File: config.mk
export PLATFORM = sky130hd
export DESIGN_NAME = mips_regfile_flat
export DESIGN_NICKNAME = d
export VERILOG_FILES = /design/src/rtl/mips_regfile_if.sv /design/src/rtl/mips_regfile.sv /design/src/flat_wrapper.sv
export SDC_FILE = /design/constraint.sdc
export NUM_CORES = 2
export LEC_CHECK = 0
export BUFFER_PORTS_ARGS = -buffer_cell sky130_fd_sc_hd__clkbuf_2
export CORE_MARGIN = 2
export CORE_UTILIZATION = 30
export CTS_BUF_LIST = sky130_fd_sc_hd__clkbuf_8
export DETAILED_ROUTE_END_ITERATION = 12
export PLACE_DENSITY = 0.45
export SYNTH_ARGS = -nofsm -noshare
export SYNTH_HDL_FRONTEND = slang
export SYNTH_SLANG_ARGS = --single-unit
File: constraint.sdc
create_clock -name i_Clk -period 52 [get_ports i_Clk]
set_input_delay 10.4 -clock i_Clk [delete_from_list [all_inputs] [get_ports i_Clk]]
set_output_delay 10.4 -clock i_Clk [all_outputs]
set_load 0.03 [all_outputs]
File: src/rtl/mips_regfile_if.sv
`default_nettype none
// ============================================================================
//  Module      : mips_regfile_if
//  Description : Bus interface for the MIPS-style register file. Carries the
//                write port, the packed read-port addresses/data, the debug
//                read port and the accepted-write counter.
//  Revision    : 1.0 - initial release
// ============================================================================
interface mips_regfile_if #(
    parameter int DATA_W = 32,
    parameter int ADDR_W = 5,
    parameter int NUM_RD = 2
);
    // Write port
    logic                       i_WrEn;
    logic [ADDR_W-1:0]          i_WrAddr;
    logic [DATA_W-1:0]          i_WrData;

    // Read ports, port k at [k*ADDR_W +: ADDR_W] / [k*DATA_W +: DATA_W]
    logic [NUM_RD*ADDR_W-1:0]   i_RdAddr;
    logic [NUM_RD*DATA_W-1:0]   o_RdData;

    // Registered debug read port
    logic [ADDR_W-1:0]          i_DbgAddr;
    logic [DATA_W-1:0]          o_DbgData;

    // Count of accepted writes
    logic [15:0]                o_WrCount;

    // Driver side (testbench / surrounding core)
    modport master (
        output i_WrEn, i_WrAddr, i_WrData, i_RdAddr, i_DbgAddr,
        input  o_RdData, o_DbgData, o_WrCount
    );

    // Register-file side
    modport slave (
        input  i_WrEn, i_WrAddr, i_WrData, i_RdAddr, i_DbgAddr,
        output o_RdData, o_DbgData, o_WrCount
    );
endinterface
`default_nettype wire

File: src/rtl/mips_regfile.sv
`default_nettype none
// ============================================================================
//  Module      : mips_regfile
//  Description : Parameterised multi-read, single-write register file with an
//                optional hardwired-zero entry 0, a registered debug read port
//                and a 16-bit accepted-write counter. Asynchronous active-high
//                reset clears every entry.
//                Optional feature macro: RF_BYPASS_EN -- when defined, a read
//                port addressing the entry being written in the same cycle
//                returns the incoming write data (write-through).
//  Revision    : 1.0 - initial release
// ============================================================================
module mips_regfile #(
    parameter int DATA_W   = 32,
    parameter int ADDR_W   = 5,
    parameter int NUM_RD   = 2,
    parameter int ZERO_REG = 1
) (
    input  wire logic           i_Clk,
    input  wire logic           i_Rst,
    mips_regfile_if.slave       bus
);

    localparam int c_DEPTH   = 2 ** ADDR_W;
    localparam bit c_ZERO_EN = (ZERO_REG != 0);

    // Read-port count outside 1..4 is a configuration error
    if ((NUM_RD < 1) || (NUM_RD > 4)) begin : g_bad_num_rd
        $error("mips_regfile: NUM_RD must be in the range 1..4");
    end

    // ------------------------------------------------------------------------
    // State
    // ------------------------------------------------------------------------
    logic [DATA_W-1:0]          r_mem [c_DEPTH];
    logic [DATA_W-1:0]          r_dbg;
    logic [15:0]                r_wr_cnt;
    // Low from reset until the first clock edge after reset release, so a
    // write presented on that first edge is dropped.
    logic                       r_armed;

    // ------------------------------------------------------------------------
    // Write qualification
    // ------------------------------------------------------------------------
    logic                       w_wr_addr_ok;
    logic                       w_wr_accept;

    assign w_wr_addr_ok = !c_ZERO_EN || (bus.i_WrAddr != '0);
    // i_Rst is included so the bypass path also goes quiet the moment reset
    // asserts, not only after r_armed clears.
    assign w_wr_accept  = bus.i_WrEn && r_armed && !i_Rst && w_wr_addr_ok;

    // Arm the write path one edge after reset has been released
    always_ff @(posedge i_Clk or posedge i_Rst) begin
        if (i_Rst) begin
            r_armed <= 1'b0;
        end else begin
            r_armed <= 1'b1;
        end
    end

    // Register array: async clear, single write port
    always_ff @(posedge i_Clk or posedge i_Rst) begin
        if (i_Rst) begin
            for (int i = 0; i < c_DEPTH; i++) begin
                r_mem[i] <= '0;
            end
        end else if (w_wr_accept) begin
            r_mem[bus.i_WrAddr] <= bus.i_WrData;
        end
    end

    // ------------------------------------------------------------------------
    // Combinational read ports
    // ------------------------------------------------------------------------
    logic [DATA_W-1:0]          w_rd_data [NUM_RD];
    logic [NUM_RD*DATA_W-1:0]   w_rd_bus;

    for (genvar k = 0; k < NUM_RD; k++) begin : g_rd
        logic [ADDR_W-1:0]      w_addr;
        logic                   w_zero;

        assign w_addr = bus.i_RdAddr[k*ADDR_W +: ADDR_W];
        // Entry 0 is forced to zero on the read side as well, so it reads
        // zero regardless of bypass.
        assign w_zero = c_ZERO_EN && (w_addr == '0);

`ifdef RF_BYPASS_EN
        logic                   w_hit;
        // w_wr_accept already excludes address 0 when it is hardwired
        assign w_hit = w_wr_accept && (w_addr == bus.i_WrAddr);
        assign w_rd_data[k] = w_zero ? '0 :
                              (w_hit ? bus.i_WrData : r_mem[w_addr]);
`else
        assign w_rd_data[k] = w_zero ? '0 : r_mem[w_addr];
`endif
    end

    // Pack per-port results into the flat output bus
    always_comb begin
        w_rd_bus = '0;
        for (int k = 0; k < NUM_RD; k++) begin
            w_rd_bus[k*DATA_W +: DATA_W] = w_rd_data[k];
        end
    end

    assign bus.o_RdData = w_rd_bus;

    // ------------------------------------------------------------------------
    // Debug read port: always the stored (pre-write) value, never bypassed
    // ------------------------------------------------------------------------
    logic [DATA_W-1:0]          w_dbg_val;

    assign w_dbg_val = (c_ZERO_EN && (bus.i_DbgAddr == '0)) ? '0
                                                            : r_mem[bus.i_DbgAddr];

    // Capture the addressed entry every edge for a one-cycle-latency view
    always_ff @(posedge i_Clk or posedge i_Rst) begin
        if (i_Rst) begin
            r_dbg <= '0;
        end else begin
            r_dbg <= w_dbg_val;
        end
    end

    // ------------------------------------------------------------------------
    // Accepted-write counter (wraps naturally at 16 bits)
    // ------------------------------------------------------------------------
    // Count each accepted write; discarded writes leave it untouched
    always_ff @(posedge i_Clk or posedge i_Rst) begin
        if (i_Rst) begin
            r_wr_cnt <= '0;
        end else if (w_wr_accept) begin
            r_wr_cnt <= r_wr_cnt + 16'd1;
        end
    end

    assign bus.o_DbgData = r_dbg;
    assign bus.o_WrCount = r_wr_cnt;

endmodule
`default_nettype wire

File: src/flat_wrapper.sv
// flat-port wrapper written by rule: the top's interface ports become plain ports
module mips_regfile_flat 
#(
    parameter int DATA_W   = 32,
    parameter int ADDR_W   = 5,
    parameter int NUM_RD   = 2,
    parameter int ZERO_REG = 1
)
  (i_Clk, i_Rst, bus_i_WrEn, bus_i_WrAddr, bus_i_WrData, bus_i_RdAddr, bus_i_DbgAddr, bus_o_RdData, bus_o_DbgData, bus_o_WrCount);
  mips_regfile_if #(.DATA_W(DATA_W), .ADDR_W(ADDR_W), .NUM_RD(NUM_RD)) bus_i ();
  input  wire logic i_Clk;
  input  wire logic i_Rst;
  input wire logic [$bits(bus_i.i_WrEn)-1:0] bus_i_WrEn;
  input wire logic [$bits(bus_i.i_WrAddr)-1:0] bus_i_WrAddr;
  input wire logic [$bits(bus_i.i_WrData)-1:0] bus_i_WrData;
  input wire logic [$bits(bus_i.i_RdAddr)-1:0] bus_i_RdAddr;
  input wire logic [$bits(bus_i.i_DbgAddr)-1:0] bus_i_DbgAddr;
  output wire logic [$bits(bus_i.o_RdData)-1:0] bus_o_RdData;
  output wire logic [$bits(bus_i.o_DbgData)-1:0] bus_o_DbgData;
  output wire logic [$bits(bus_i.o_WrCount)-1:0] bus_o_WrCount;
  assign bus_i.i_WrEn = bus_i_WrEn;
  assign bus_i.i_WrAddr = bus_i_WrAddr;
  assign bus_i.i_WrData = bus_i_WrData;
  assign bus_i.i_RdAddr = bus_i_RdAddr;
  assign bus_i.i_DbgAddr = bus_i_DbgAddr;
  assign bus_o_RdData = bus_i.o_RdData;
  assign bus_o_DbgData = bus_i.o_DbgData;
  assign bus_o_WrCount = bus_i.o_WrCount;
  mips_regfile #(.DATA_W(DATA_W), .ADDR_W(ADDR_W), .NUM_RD(NUM_RD), .ZERO_REG(ZERO_REG)) u_core (.i_Clk(i_Clk), .i_Rst(i_Rst), .bus(bus_i));
endmodule
After elaboration in Yosys (flattened, before gate mapping)
Cells that the tools add are included.
{"block": "totals", "regBits": 1073, "elab_cells": 69}
{"block": "classes", "add_sub_neg": 1, "n_lt_le_gt_ge": 5, "mux": 15, "n_bitwise": 4, "n_reduce_logical": 9}
{"cell": "$bwmux 1024", "n": 1}
{"cell": "$bmux 32 s5", "n": 3}
{"cell": "$mux 32", "n": 10}
{"cell": "$demux 32 s5", "n": 1}
{"cell": "$ge 6x6->1 const B", "n": 4}
{"cell": "$not 5->6", "n": 4}
{"cell": "$add 16x1->16 const B", "n": 1}
{"cell": "$logic_not 5->1", "n": 3}
{"cell": "$lt 6x1->1 const B", "n": 1}
{"cell": "$reduce_bool 5->1", "n": 1}
{"cell": "$logic_and 1x1->1", "n": 4}
{"cell": "$logic_not 1->1", "n": 1}

Longest topological paths before layout
{"block": "depth", "ltp_word": 6, "ltp_mapped": 7, "mapped_depth_nobuf": 5}

Worst setup path after synthesis
OpenSTA, ideal clock, no wires.
{"block": "synth_path", "kind": "in2out", "startpoint": "input port bus_i_RdAddr[6]", "endpoint": "output port bus_o_RdData[61]", "arrival_ps": 12258, "required_ps": 41600, "setup_slack_ps": 29342, "cell_stages": 7, "n_path_buf": 3, "path_cell_list": "buf_6 -> buf_6 -> nor2b_1 -> clkbuf_1 -> a221oi_1 -> o21ai_0 -> a311oi_1"}
{"block": "synth_between", "elab_chain_cells": 5, "elab_cells_between_ends": 6, "cone_classes": "mux (4); bitwise (1); reduce/logical (1)"}
{"element": "start, declared", "line": "flat_wrapper.sv:16", "text": "input wire logic [$bits(bus_i.i_RdAddr)-1:0] bus_i_RdAddr;"}
{"element": "$not 5->6 (implied by the code)", "line": "mips_regfile.sv:95", "text": "assign w_rd_data[k] = w_zero ? '0 : r_mem[w_addr];"}
{"element": "$bmux 32 s5", "line": "mips_regfile.sv:95"}
{"element": "$mux 32 (implied by the code) (2 in a row)", "line": "mips_regfile.sv:95"}
{"element": "$mux 32 *", "line": "mips_regfile.sv:95"}
{"element": "end, declared", "line": "flat_wrapper.sv:18", "text": "output wire logic [$bits(bus_i.o_RdData)-1:0] bus_o_RdData;"}
Every way passes the cells marked *; elsewhere a longest branch is shown, timed or not. The select of a mux whose other input is x is not followed.

Worst setup path after layout
{"block": "layout_path", "startpoint": "input port bus_i_RdAddr[8]", "endpoint": "output port bus_o_RdData[44]"}
The elaborated chain is that of the path after synthesis.

==> results.yml <==
yosys:
  synth_cell_types: 49
  yosysWarnings: 0
  syn_nets: 4435
  netlist_instances: 4379
  synth.avg_cell_area_sq_um: 14.7
  synth-edff-count: 0
  synth_ff_type: "dfrtp_1"
  synth_seq_cells: 1073
  netlist_area_sq_um: 64400
  synth_seq_area_share_pct: 41.7
  async_reset_ff_share_pct: 100
sta:
  slew-limit-headroom_pct: 13.9
  period_minus_slack_ns: 25.05
  setup_violations: 0
  rsz0062_at_grt: "no"
  fmax_mhz: 39.9
  worst_slew_pin_slew_ns: 1.28
  finalClockSkew_ns: 0.0393
  fin_crit_sh_pct: 48.2
  maxSlewViolCount: 0
  final_hold_viol_count: 0
  setup_tns_ns: 0
clocking:
  clock_latency_ns: 1.00
  cts_tree: "yes"
  cts_setup_buffers: 0
  cts_buffers: 198
  cts_root_buffer: "clkbuf_8"
  cts.path.max_buffers: 3
  path_clk_slew_ns: 0.06
  clock_sinks: 1073
  ctsHtreeMaxLevel: 4
  cts_resized: 0
  holdBufCountCts: 0
route:
  vias: 44300
  wire_per_inst_um: 36.5
  drc: 0
  ant_nets: 0
  drt_iter0_drc: 4333
  viasPerCell: 6.04
  routed_wl_mm: 268
  first_pass_iters: 6
layout:
  stdcell_area_sq_um: 71600
  drive_above_1_share_pct: 53.1
  num-fill-cells: 20900
  nets: 4393
  fin_util_pct: 33.5
  syn_to_final_growth_pct: 11.2
power_and_ir_drop:
  p_leak_uw: 0.0313
  powerDensity_nw_per_um2: 30.6
  ir_worst_vdd_mv: 0.0293
floorplanning:
  die_area_sq_um: 218000
  ios: 167
  rows: 170
  die_y_um: 467
  die_w_um: 467
  core_sq_um: 214000
  start_util_pct: 30.1
placed_design:
  place_area_sq_um: 67600
  port_buffers: 166
  gp_congestion: 0.818
  dp_hpwl_mm: 154
status:
  status: "finished, final reports clean"
run:
  max_cap_violations: 0
grt:
  antenna_found_initial: 16
  grt_max_degree: 144
  grt_usage_pct: 24.4
  gr-total-overflow: 0
  grt_pass1_vias: 45100
  grt_pass1_wl_mm: 375
critical_path:
  crit_required_ns: 41.60
  crit_path_start_kind: "input port"
  crit_fanout: 32
  path_class: "input port to output pin"
  crit_path_end_kind: "output pin"
  arrival_ns: 14.65
hold_path:
  hold_path_class: "flop to flop"
state kept, by name, summed over array words and instances (netlist names):
signal / flops
u_core.bus.o_DbgData: 32
u_core.r_armed: 1
u_core.bus.o_WrCount: 16
u_core.r_mem: 1024
report_power, final:
| part | switching (uW) | leakage (uW) | internal, uW |
|---|---|---|---|
| clock | 395 | 0.00230 | 453 |
| sequential | 65.0 | 0.0146 | 902 |
| combinational | 203 | 0.0144 | 173 |
cells by family (layout without fill, tap and decap cells):
| group | Yosys count | count (layout) | synth area share (%) |
|---|---|---|---|
| buffers and inverters | 538 | 646 | 4.15 |
| AO/OA/AOI/OAI | 555 | 555 | 6.25 |
| XOR/XNOR | 15 | 15 | 0.204 |
| other | 1 | 9 | 0.00582 |
| multiplexers | 1953 | 1953 | 45.5 |
| adder cells (fa/ha/maj) | 1 | 1 | 0.0194 |
| AND/OR/NAND/NOR | 243 | 243 | 2.19 |
| flip-flops | 1073 | 1073 | 41.7 |
worst paths after layout:
path / to / cells past startpoint / from / slack, ns
worst max-delay path: bus_o_RdData[44] / 7 / bus_i_RdAddr[8] / 26.95
worst min-delay path: u_core.r_mem[996] / 0 / u_core.r_mem[996] / 0.42
worst max register to register: u_core.r_mem[546] / 5 / u_core.r_armed / 48.91
worst min register to register: u_core.r_mem[996] / 0 / u_core.r_mem[996] / 0.42
max in group asynchronous: u_core.r_mem[681] / 6 / i_Rst / 38.32
min in group asynchronous: u_core.bus.o_WrCount[13] / 2 / i_Rst / 9.63
cell usage in the layout (no fill, tap or decap), types with 7 or more instances in the layout:
master / synthesis / layout
dfrtp_1: 1073 / 1073
mux2_2: 1054 / 1054
mux4_2: 672 / 672
clkbuf_8: 0 / 249
mux2i_1: 192 / 192
o21ai_0: 154 / 154
clkbuf_2: 0 / 154
buf_4: 89 / 119
a22oi_1: 96 / 96
nor2b_1: 105 / 96
a211oi_1: 96 / 96
a311oi_1: 96 / 90
a221oi_1: 72 / 72
inv_1: 5 / 62
nand2_1: 74 / 57
mux2_1: 35 / 35
o2111ai_1: 24 / 24
clkinv_2: 0 / 23
nand2_4: 0 / 14
o21ai_1: 14 / 14
xnor2_1: 12 / 12
nor2_4: 1 / 11
nor2b_4: 0 / 9
diode_2: 0 / 8
clkinvlp_4: 0 / 7
critical path, stage by stage:
cell and delay (ns):
clkbuf_2 0.40, buf_4 0.67, or2_2 0.72, or4_4 0.79
o21ai_0 0.24, a311oi_1 0.96, clkbuf_2 0.37
area by class of cell:
| type | instances | area, sq um | area share [%] |
|---|---|---|---|
| clock buffer | 249 | 3430 | 4.79 |
| timing repair buffer | 291 | 1920 | 2.69 |
| clock inverter | 101 | 593 | 0.828 |
| tap | 2838 | 3550 | 4.96 |
| multi-input combinational | 2768 | 35200 | 49.2 |
| sequential | 1073 | 26900 | 37.5 |
| antenna | 8 | 20.0 | 0.0280 |
| inverter | 5 | 33.8 | 0.0472 |
layer usage:
layer / up-vias / global-route usage (%) / share of wire, %
met2: 1909 / 39.1 / 47
met5: - / 0 / 0.021
met1: 24500 / 32.4 / 42
met3: 494 / 4.84 / 6.6
met4: 8 / 9.40 / 3.8
li1: 17400 / - / -
through the flow:
stage	instances	setup WS (ns)	total power, uW	hold slack, ns
2_1_floorplan	4379	11.39	1230	0.458
3_3_place_gp	6975	26.68	1350	0.396
3_5_place_dp	6975	26.76	1350	0.405
4_1_cts	7325	26.75	2210	0.418
5_1_grt	7326	26.75	2280	0.434
6_report	7333	26.95	2190	0.416
cell usage after synthesis (2+ instances only):
master | number | area share, %
dfrtp_1 | 1073 | 42
mux2_2 | 1054 | 18
mux4_2 | 672 | 23
clkbuf_1 | 239 | 1.4
buf_2 | 193 | 1.5
mux2i_1 | 192 | 3.0
o21ai_0 | 154 | 1.2
nor2b_1 | 105 | 1.0
a211oi_1 | 96 | 1.1
a22oi_1 | 96 | 1.1
a311oi_1 | 96 | 1.3
buf_4 | 89 | 1.0
nand2_1 | 74 | 0.43
a221oi_1 | 72 | 0.98
mux2_1 | 35 | 0.61
o2111ai_1 | 24 | 0.33
nor2_1 | 16 | 0.093
o21ai_1 | 14 | 0.11
xnor2_1 | 12 | 0.16
buf_6 | 10 | 0.17
nand3_1 | 6 | 0.047
and2_1 | 5 | 0.049
inv_1 | 5 | 0.029
and4_1 | 3 | 0.041
nand2b_1 | 3 | 0.029
nand4_1 | 3 | 0.029
nor2_2 | 3 | 0.029
nor3b_2 | 3 | 0.058
or2_2 | 3 | 0.029
or4_4 | 3 | 0.052
xor2_1 | 3 | 0.041
a2111oi_4 | 2 | 0.085
and3_1 | 2 | 0.019
nand3b_1 | 2 | 0.023
nand3b_4 | 2 | 0.062
or2_1 | 2 | 0.019
Note: power is estimated with default switching activity, not from simulation.
